`src/rtl/rcc_pkg.sv`:
```
// Shared prescaler definitions: code constants, code normalization,
// code-to-terminal-count mapping and the update FSM state type.
package rcc_pkg;

    localparam int unsigned CODE_W = 4;
    localparam int unsigned CNT_W  = 9;

    localparam logic [CODE_W-1:0] CODE_DIV1   = 4'b0000;
    localparam logic [CODE_W-1:0] CODE_DIV2   = 4'b1000;
    localparam logic [CODE_W-1:0] CODE_DIV4   = 4'b1001;
    localparam logic [CODE_W-1:0] CODE_DIV8   = 4'b1010;
    localparam logic [CODE_W-1:0] CODE_DIV16  = 4'b1011;
    localparam logic [CODE_W-1:0] CODE_DIV64  = 4'b1100;
    localparam logic [CODE_W-1:0] CODE_DIV128 = 4'b1101;
    localparam logic [CODE_W-1:0] CODE_DIV256 = 4'b1110;
    localparam logic [CODE_W-1:0] CODE_DIV512 = 4'b1111;

    typedef enum logic {
        ST_IDLE    = 1'b0,
        ST_PENDING = 1'b1
    } upd_state_e;

    // All 0xxx codes collapse to /1 so they compare equal to each other
    function automatic logic [CODE_W-1:0] norm_code(input logic [CODE_W-1:0] code);
        return code[CODE_W-1] ? code : CODE_DIV1;
    endfunction

    function automatic logic [CNT_W-1:0] code_to_tc(input logic [CODE_W-1:0] code);
        logic [CNT_W-1:0] tc;
        case (norm_code(code))
            CODE_DIV2:   tc = 9'd1;
            CODE_DIV4:   tc = 9'd3;
            CODE_DIV8:   tc = 9'd7;
            CODE_DIV16:  tc = 9'd15;
            CODE_DIV64:  tc = 9'd63;
            CODE_DIV128: tc = 9'd127;
            CODE_DIV256: tc = 9'd255;
            CODE_DIV512: tc = 9'd511;
            default:     tc = 9'd0;
        endcase
        return tc;
    endfunction

endpackage

```
`src/rtl/rcc_presc_decode.sv`:
```
// Combinational decoder: prescaler code to terminal count (N-1).
module rcc_presc_decode
    import rcc_pkg::*;
(
    input  logic [3:0] code_i,
    output logic [8:0] tc_o
);

    assign tc_o = code_to_tc(code_i);

endmodule

```
`src/rtl/rcc_presc_update.sv`:
```
// Clock-enable prescaler whose divider code is only switched at a period
// boundary (or immediately in at-speed test mode), so no runt enables occur.
module rcc_presc_update
    import rcc_pkg::*;
(
    input  logic       clk,
    input  logic       rst_n,
    input  logic [3:0] presc_code,
    input  logic       atspeed_mode,
    output logic       clk_en,
    output logic [3:0] cur_code,
    output logic       busy,
    output logic       upd_done
);

    upd_state_e      state_q;
    logic [8:0]      cnt_q;
    logic [8:0]      cnt_d;
    logic            clk_en_q;
    logic [3:0]      cur_code_q;
    logic            busy_q;
    logic            upd_done_q;

    logic [8:0]      tc;
    logic [3:0]      req_code;
    logic            tc_hit;
    logic            code_diff;

    rcc_presc_decode u_decode (
        .code_i (cur_code_q),
        .tc_o   (tc)
    );

    assign req_code  = norm_code(presc_code);
    assign tc_hit    = (cnt_q == tc);
    assign code_diff = (req_code != cur_code_q);
    assign cnt_d     = tc_hit ? 9'd0 : cnt_q + 9'd1;

    // Free-running divider; the FSM overrides it only when a code is applied
    always_ff @(posedge clk) begin
        if (!rst_n) begin
            state_q    <= ST_IDLE;
            cnt_q      <= 9'd0;
            clk_en_q   <= 1'b0;
            cur_code_q <= CODE_DIV1;
            busy_q     <= 1'b0;
            upd_done_q <= 1'b0;
        end else begin
            cnt_q      <= cnt_d;
            clk_en_q   <= tc_hit;
            upd_done_q <= 1'b0;
            case (state_q)
                ST_IDLE: begin
                    if (code_diff) begin
                        state_q <= ST_PENDING;
                        busy_q  <= 1'b1;
                    end
                end
                ST_PENDING: begin
                    if (!code_diff) begin
                        state_q <= ST_IDLE;
                        busy_q  <= 1'b0;
                    end else if (atspeed_mode) begin
                        cur_code_q <= req_code;
                        cnt_q      <= 9'd0;
                        clk_en_q   <= 1'b0;
                        upd_done_q <= 1'b1;
                        state_q    <= ST_IDLE;
                        busy_q     <= 1'b0;
                    end else if (tc_hit) begin
                        // Old period completes on this edge; new code starts fresh
                        cur_code_q <= req_code;
                        upd_done_q <= 1'b1;
                        state_q    <= ST_IDLE;
                        busy_q     <= 1'b0;
                    end
                end
                default: begin
                    state_q <= ST_IDLE;
                    busy_q  <= 1'b0;
                end
            endcase
        end
    end

    assign clk_en   = clk_en_q;
    assign cur_code = cur_code_q;
    assign busy     = busy_q;
    assign upd_done = upd_done_q;

endmodule

```
`config.mk`:
```
export PLATFORM = sky130hd
export DESIGN_NAME = rcc_presc_update
export DESIGN_NICKNAME = d
export VERILOG_FILES = /design/src/rtl/rcc_pkg.sv /design/src/rtl/rcc_presc_decode.sv /design/src/rtl/rcc_presc_update.sv
export SDC_FILE = /design/constraint.sdc
export NUM_CORES = 1
export LEC_CHECK = 0
export CORE_UTILIZATION = 45
export CTS_BUF_LIST = sky130_fd_sc_hd__clkbuf_4
export CTS_CLUSTER_SIZE = 16
export DETAILED_ROUTE_END_ITERATION = 8
export DONT_BUFFER_PORTS = 1
export GPL_TIMING_DRIVEN = 0
export PLACE_DENSITY = 0.57
export SKIP_LAST_GASP = 1
export SLEW_MARGIN = 20
export SYNTH_ARGS = -nofsm -noshare
export SYNTH_HDL_FRONTEND = slang
export SYNTH_SLANG_ARGS = --single-unit
```
`constraint.sdc`:
```
create_clock -name clk -period 2.8 [get_ports clk]
set_clock_uncertainty 0.2 [all_clocks]
set_input_delay 0.56 -clock clk [delete_from_list [all_inputs] [get_ports clk]]
set_output_delay 0.56 -clock clk [all_outputs]
set_load 0.01 [all_outputs]
```
==> results_dict.tcl <==
set metrics [dict create \
    min_path_cells 2 \
    clk_pin_slew_worst_paths_ns 0.10 \
    drv_slew 0 \
    hold_violations 0 \
    h-tree-depth 1 \
    clk_path_buf_depth 2 \
    p_leak_nw 0.424 \
    worstHoldPathType "in -> reg" \
    dr.first_iter.drc_count 15 \
    grt_pass1_wl_mm 3.55 \
    synth-edff-count 0 \
    setup_viol 0 \
    cts_inserted_buffers 3 \
    antenna_cells 0 \
    status "completed" \
    tightestPinTransition_ns 0.414 \
    top_level_ports 14 \
    hp-start "presc_code[0]" \
    reg2reg_depth 8 \
    r2r-start "cur_code[2]" \
    drt_wl_total_mm 2.22 \
    syn_area_per_cell_um2 8.77 \
    grtUsageTotal_pct 18.3 \
    cp-end-kind "register" \
    crit_arrival_ns 2.21 \
    crit_required_ns 2.76 \
    ys_warn_count 0 \
    tns_ns 0 \
    cts_root_buffer "clkbuf_4" \
    coreArea_um2 2250 \
    overflow 0 \
    cap_violations 0 \
    finalCriticalPeriod_ns 2.25 \
    synth_flop_cell "dfxtp_1" \
    cts_tree "built" \
    die-area_um2 2640 \
    cts.repair.resized 0 \
    die_w_um 51.4 \
    synthArstFlopShare_pct 0 \
    initial_core_util_pct 48.6 \
    vias 878 \
    rsz0062_at_grt "false" \
    synth_common_cells "dfxtp_1, nor2_1, nand2_1" \
    wl_per_cell_um 14.2 \
    drive_gt1_share_pct 14.7 \
    r2r_slack_ns 0.55 \
    ys_seq_elements 17 \
    powerDensity_nw_per_um2 792 \
    synthMostInstantiatedCell "dfxtp_1" \
    cts_hold_buf 0 \
    die_height_um 51.4 \
    syn_nets 133 \
    vias_per_cell 5.59 \
    cts_setup_buffers 0 \
    irDropWorstVdd_v 0.000370 \
    grt_pass1_vias 807 \
    hold_ws_ns 0.194 \
    hold_end "cur_code[0]" \
    nNetsFinal 138 \
    crit_fanout 10 \
    firstDrtPassIters 4 \
    grt_start_max_net_pins 11 \
    ys_seq_area_share_pct 31.1 \
    clock_sinks 17 \
    ys_types 42 \
    yosysTopAreaCellShare_pct 31.1 \
    slew_headroom_pct 72.4 \
    ant_nets 0 \
    io_buffers 0 \
    r2r-end "cnt_q[5]" \
    clk_latency_ns 0.29 \
    yosys.area.top_type "dfxtp_1" \
    antenna_found_initial 0 \
    syn_to_final_growth_pct 5.94 \
    max_freq_ghz 0.444 \
    critPathKind "reg -> reg" \
    hpwlAfterDp_mm 1.60 \
    synth.area.top_cells "dfxtp_1, xnor2_1, nor2_1" \
    syn_area_um2 1100 \
    route.detailed.drc 0 \
    place.gp.congestion 0.766 \
    placementRows 17 \
    period_share_pct 80.4 \
    critPathLaunchType "register" \
    synth_cells 125 \
]
## cell usage in the layout (no fill, tap or decap), drive strengths merged, types with 2 or more instances in the layout
cell     instances
o21ai            7
clkbuf           6
mux2i            3
xnor2            8
xor2             3
buf              6
o2111ai          2
dfxtp           17
a41oi            3
a22oi            2
nor3             2
nor2            14
nand2           10
a21oi            4
a31oi            2
o211ai           3
and3             4
nand3            7
inv              8
nand4            4
## cell families (layout without fill, tap and decap cells)
family / after synthesis / after routing / synth area share (%)
compound gates: 27 / 27 / 21.5
fa+ha+maj: 1 / 1 / 1.14
xor+xnor: 11 / 11 / 8.79
buf+inv: 17 / 21 / 9.93
mux: 3 / 3 / 2.74
simple gates: 49 / 49 / 24.9
flops: 17 / 17 / 31.1
## through the flow
step                cell area [um^2]  util (%)  instances  power [mW]  worst slack, ns
finish                          1160      51.5        157       0.920            0.550
global placement                1130      50.2        153       0.775            0.392
global route                    1160      51.5        157       0.981            0.368
CTS                             1160      51.5        157       0.926            0.549
detailed placement              1130      50.2        153       0.782            0.362
floorplan                       1100         -        125       0.701            0.647
## per-layer routing
metal,GRT usage [%],up-vias,wire length (um)
li1,-,459,-
met1,21.6,396,1100
met2,30.9,19,1000
met3,3.87,4,92
met4,9.46,0,31
met5,0,-,0
## report_power, final
part	total (mW)	switching, mW	internal [mW]	leakage, nW
Combinational	0.422	0.241	0.182	0.267
Clock	0.144	0.0787	0.0650	0.0184
Sequential	0.354	0.0634	0.291	0.139
Total	0.920	0.383	0.537	0.424
## critical path: stages, from the launching register on
cell	delay, ns
dfxtp_1	0.47
buf_4	0.22
nor2_1	0.09
a21oi_1	0.26
a22oi_4	0.14
o21ai_1	0.17
nand2b_1	0.12
clkbuf_1	0.34
nor2_1	0.12
## layout make-up
cell class                      instances  area (um^2)
Sequential cell                        17          340
Buffer                                  9         78.8
Multi-Input combinational cell         91          647
Clock buffer                            4         30.0
Tap cell                               28         35.0
Inverter                                8         30.0
Fill cell                             246         1090
## registers in the layout (all words and copies together), names as in the netlist
register	count
upd_done	1
cur_code	4
clk_en	1
busy	1
state_q	1
cnt_q	9
## worst max-delay path by stage
stage	slack [ns]	startpoint	to
2_1_floorplan	0.65	presc_code[3]	cnt_q[2]
3_5_place_dp	0.36	presc_code[3]	cnt_q[5]
3_3_place_gp	0.39	presc_code[3]	cnt_q[6]
5_1_grt	0.37	cur_code[2]	cnt_q[5]
6_report	0.55	cur_code[2]	cnt_q[5]
4_1_cts	0.55	cur_code[1]	cnt_q[5]
(Power assumes the default switching activity.)
==> variant 1: new RTL, same settings <==
Put one more register stage on the output `cur_code`, with the module's reset. The value now appears one clock later. The other outputs are not delayed to match.
--- a/src/rtl/rcc_presc_update.sv
+++ b/src/rtl/rcc_presc_update.sv
@@ -84,7 +84,13 @@
     end
 
     assign clk_en   = clk_en_q;
-    assign cur_code = cur_code_q;
+    always_ff @(posedge clk) begin
+        if (!rst_n) begin
+            cur_code <= '0;
+        end else begin
+            cur_code <= cur_code_q;
+        end
+    end
     assign busy     = busy_q;
     assign upd_done = upd_done_q;
 
Check against the original RTL: not equivalent (a bounded check fails within 4 cycles, from zero or initial values and one cycle with rst_n low).
==> variant 1 against the unedited design <==
  * Sequential cell count rose by 4
  * Setup slack lost 0.032 ns
  * Total power grew 12%
  * Routed wire length grew 16%
  * Hold slack lost 0.060 ns
  * Critical endpoint is now cur_code_q[1]$_SDFFE_PN0P_
  * Area after synthesis increased by 9.4%
  * Cell area grew 9.1%
  * Largest cell class unchanged
  * Highest routed layer unchanged
==> variant 1: results (changes against the unedited design) <==
stage	metric	value	unit	change
synthesis	post-synthesis mux area share	3.44	%	+0.70 points
placement	gpl congestion	0.795		+3.8%
synthesis	area fraction in compound gates after synthesis	20.8	%	-0.69 points
power_and_ir_drop	P_sw	0.412	mW	+7.8%
cells_and_area	inverter count	6		-2
global_route	number of global-route vias before repair	1025		+27%
cells_and_area	P&R area growth vs syn	5.64	%	
placement	dpl hpwl	1920	um	+20%
status	status	finished, final reports clean		
cells_and_area	area of the multi-input gates	706	um^2	+9.1%
cells_and_area	Multi-In Gates	101		+11%
placement	dpl cell area	1240	um^2	+9.3%
cells_and_area	Final Non-Filler Cells	170		+8.3%
worst_setup_path	critical path arrival	2.29	ns	+0.08 ns
synthesis	Yosys cell types	45		+7.1%
synthesis	Syn Inst Count	136		+8.8%
synthesis	Synth area leaders	dfxtp_1 35%, nor2_1 4.7%, xnor2_1 4.4%		
cells_and_area	Non-clk bufs	8		-1
detailed_routing	routed length on met2	1250	um	+25%
timing	slew margin rel.	63.0	%	-9.4 points
floorplan	die width	53.6	um	+4.4%
clocking	clk sink count	21		+4
synthesis	XOR/XNOR Fraction of Synth Area	6.58	%	-2.2 points
cells_and_area	layout cell share with drive strength beyond 1	13.6	%	-1.2 points
power_and_ir_drop	Worst VDD drop	0.446	mV	+21%
detailed_routing	Avg WL per Cell	15.2	um	+7.2%
global_route	GR met2 Demand/Resource	39.8	%	+8.9 points
worst_setup_path	Crit path max-delay family	simple AND/OR/NAND/NOR gates		
timing	Min Hold Slack	0.134	ns	-0.0598 ns
detailed_routing	metal3 WL	119	um	+29%
global_route	first-pass GRT wire length	4550	um	+28%
worst_setup_path	critical path's slowest cell	nor4b_1		
synthesis	Seq/Total Area, Yosys	35.1	%	+4.0 points
global_route	GR Util met3	3.67	%	-0.20 points
worst_setup_path	critical path's largest stage delay	0.42	ns	-0.05 ns
detailed_routing	Iteration-0 DRC Markers	22		+7
worst_setup_path	r2r setup slk	0.52	ns	-0.03 ns
global_route	gr usage total	22.1	%	+3.8 points
power_and_ir_drop	Pleak	0.502	nW	+19%
detailed_routing	met1 WL	1170	um	+6.9%
synthesis	Post-Synth Adder-Cell Area	1.04	%	-0.098 points
worst_setup_path	r2r worst-path depth	6		-2
synthesis	top cells by count, synth	21 x dfxtp_1, 15 x nor2_1, 7 x nand2_1, 6 x inv_1, 6 x xnor2_1		
==> variant 1: power by group through the flow <==
stage | clock network (mW) | logic [mW] | registers, mW
6_report | 0.154 | 0.452 | 0.422
2_1_floorplan | 0 | 0.367 | 0.415
3_5_place_dp | 0 | 0.456 | 0.432
4_1_cts | 0.164 | 0.457 | 0.424
3_3_place_gp | 0 | 0.442 | 0.431
5_1_grt | 0.174 | 0.507 | 0.434
==> variant 1: worst paths after layout <==
kind                              start                         end
max          cur_code_q[2]$_SDFFE_PN0P_  cur_code_q[1]$_SDFFE_PN0P_
min                        atspeed_mode           clk_en$_SDFF_PN0_
max reg2reg  cur_code_q[2]$_SDFFE_PN0P_  cur_code_q[1]$_SDFFE_PN0P_
min reg2reg         cnt_q[0]$_SDFF_PN0_         cnt_q[0]$_SDFF_PN0_
==> variant 1: cell families after synthesis <==
logic type / count (synthesis)
adders and majority gates: 1
and+or+nand+nor: 59
AOI/OAI and AO/OA: 28
muxes: 4
DFF: 21
xor gates and xnor gates: 9
buffers and inverters: 14
==> variant 2: new RTL, config.mk and constraints unchanged <==
Without the edit above. Register the inputs `presc_code` and `atspeed_mode` before use. The logic sees them one clock later.
--- a/src/rtl/rcc_presc_update.sv
+++ b/src/rtl/rcc_presc_update.sv
@@ -12,6 +12,14 @@
     output logic       busy,
     output logic       upd_done
 );
+
+    logic [3:0] presc_code_q;
+    logic atspeed_mode_q;
+
+    always_ff @(posedge clk) begin
+        presc_code_q   <= presc_code;
+        atspeed_mode_q <= atspeed_mode;
+    end
 
     upd_state_e      state_q;
     logic [8:0]      cnt_q;
@@ -31,7 +39,7 @@
         .tc_o   (tc)
     );
 
-    assign req_code  = norm_code(presc_code);
+    assign req_code  = norm_code(presc_code_q);
     assign tc_hit    = (cnt_q == tc);
     assign code_diff = (req_code != cur_code_q);
     assign cnt_d     = tc_hit ? 9'd0 : cnt_q + 9'd1;
@@ -60,7 +68,7 @@
                     if (!code_diff) begin
                         state_q <= ST_IDLE;
                         busy_q  <= 1'b0;
-                    end else if (atspeed_mode) begin
+                    end else if (atspeed_mode_q) begin
                         cur_code_q <= req_code;
                         cnt_q      <= 9'd0;
                         clk_en_q   <= 1'b0;
Check against the original RTL: not equivalent (Yosys sat finds a counterexample within 4 cycles, from zero or initial values and one cycle with rst_n low).
==> variant 2 against the unedited design <==
  * Routed wire length up 15%
  * Setup slack worse by 0.19 ns
  * Non-clock buffer count stayed put
  * Hold slack lost 0.12 ns
  * Total power is 21% higher
  * Cell area grew 9.6%
  * Area after synthesis rose by 10%
  * Cell count increased by 9.6%
  * Fmax decreased by 7.7%
  * Critical path depth down 1
  * Sequential cell count grew 5
  * Critical path type unchanged
  * Highest routed layer unchanged
==> variant 2: results (changes against the unedited design) <==
stage	metric	value	unit	change
clocking	CTS Buffer Depth	2		unchanged
placement	gpl congestion	0.847		+11%
timing	f_max	0.410	GHz	-7.7%
worst_setup_path	r2r setup slk	0.36	ns	-0.19 ns
power_and_ir_drop	Pleak	0.470	nW	+11%
global_route	first-pass GRT wire length	4190	um	+18%
worst_setup_path	critical path arrival	2.43	ns	+0.22 ns
cells_and_area	Final nets	151		+9.4%
detailed_routing	met1 WL	1360	um	+24%
detailed_routing	Iteration-0 DRC Markers	24		+9
synthesis	post-synthesis average cell area	8.76	um^2	-0.11%
detailed_routing	routed length on met2	1050	um	+4.9%
placement	dpl hpwl	1830	um	+14%
worst_setup_path	capturing point of the worst reg2reg path	cur_code[2]$_SDFFE_PN0P_		
cells_and_area	Final Non-Filler Cells	172		+9.6%
global_route	GR met2 Demand/Resource	27.0	%	-4.0 points
power_and_ir_drop	P per Cell Area	877	nW/um^2	+11%
global_route	met1 usage	30.3	%	+8.7 points
power_and_ir_drop	Worst VDD drop	0.618	mV	+67%
detailed_routing	Avg WL per Cell	14.9	um	+5.0%
synthesis	Yosys cell types	46		+9.5%
clocking	CTS Buf Count	3		unchanged
cells_and_area	fill cell count	244		-0.81%
status	status	finished, final reports clean		
synthesis	Post-synth ARST share	0	%	unchanged
synthesis	top cells by count, synth	22 x dfxtp_1, 11 x nand2_1, 9 x nand3_1, 8 x nor3_1, 7 x a21oi_1		
placement	dpl cell area	1250	um^2	+10%
worst_hold_path	Hold Crit Depth	0		-2
timing	Min Hold Slack	0.0698	ns	-0.125 ns
synthesis	Seq/Total Area, Yosys	36.4	%	+5.4 points
worst_hold_path	Hold EP	atspeed_mode_q$_DFF_P_		
placement	pre-CTS setup slack	0.460	ns	+0.0980 ns
power_and_ir_drop	part of the power in registers	39.9	%	+1.4 points
cells_and_area	layout cell share with drive strength beyond 1	11.3	%	-3.5 points
clocking	H-tree Lvls	1		unchanged
detailed_routing	TritonRoute pass-1 iters	4		unchanged
timing	Worst Max-Slew Pin Slew	0.518	ns	+0.104 ns
global_route	number of global-route vias before repair	895		+11%
worst_hold_path	Worst Min Path Start	atspeed_mode		
global_route	largest net degree at the start of global routing	13		+2
worst_setup_path	r2r worst-path depth	7		-1
worst_setup_path	worst reg2reg path startpoint	cur_code[3]$_SDFFE_PN0P_		
detailed_routing	post-DR vias/cell	5.93		+6.0%
clocking	Clk pin slew, worst setup/hold paths	0.12	ns	+0.02 ns
synthesis	Synth area leaders	dfxtp_1 36%, nand3_1 3.7%, nand2_1 3.4%		
global_route	GR Util met3	6.50	%	+2.6 points
global_route	gr usage total	20.2	%	+1.9 points
==> variant 2: cells by family (layout without fill, tap and decap cells) <==
family	Yosys count	count (layout)	share of synthesized area (%)
AND/OR/NAND/NOR	57	57	26.4
AO/OA/AOI/OAI	35	35	22.8
flip-flops	22	22	36.4
buffers and inverters	13	17	5.69
XOR/XNOR	6	6	4.35
multiplexers	4	4	3.31
adder cells (fa/ha/maj)	1	1	1.04
==> variant 2: cell type report <==
class / count / area (um^2) / share of cell area [%]
multi-input combinational: 103 / 699 / 55.0
sequential: 22 / 440 / 34.6
buffer: 9 / 53.8 / 4.23
tap: 30 / 37.5 / 2.95
clock buffer: 3 / 22.5 / 1.77
inverter: 4 / 15.0 / 1.18
clock inverter: 1 / 3.75 / 0.295
==> variant 2: worst max-delay path: stages, from the launching register on <==
cell      delay, ns
dfxtp_1        0.45
clkbuf_1       0.39
a311oi_1       0.17
a41oi_1        0.26
a211o_1        0.23
nor2_1         0.10
buf_2          0.21
a311o_1        0.33
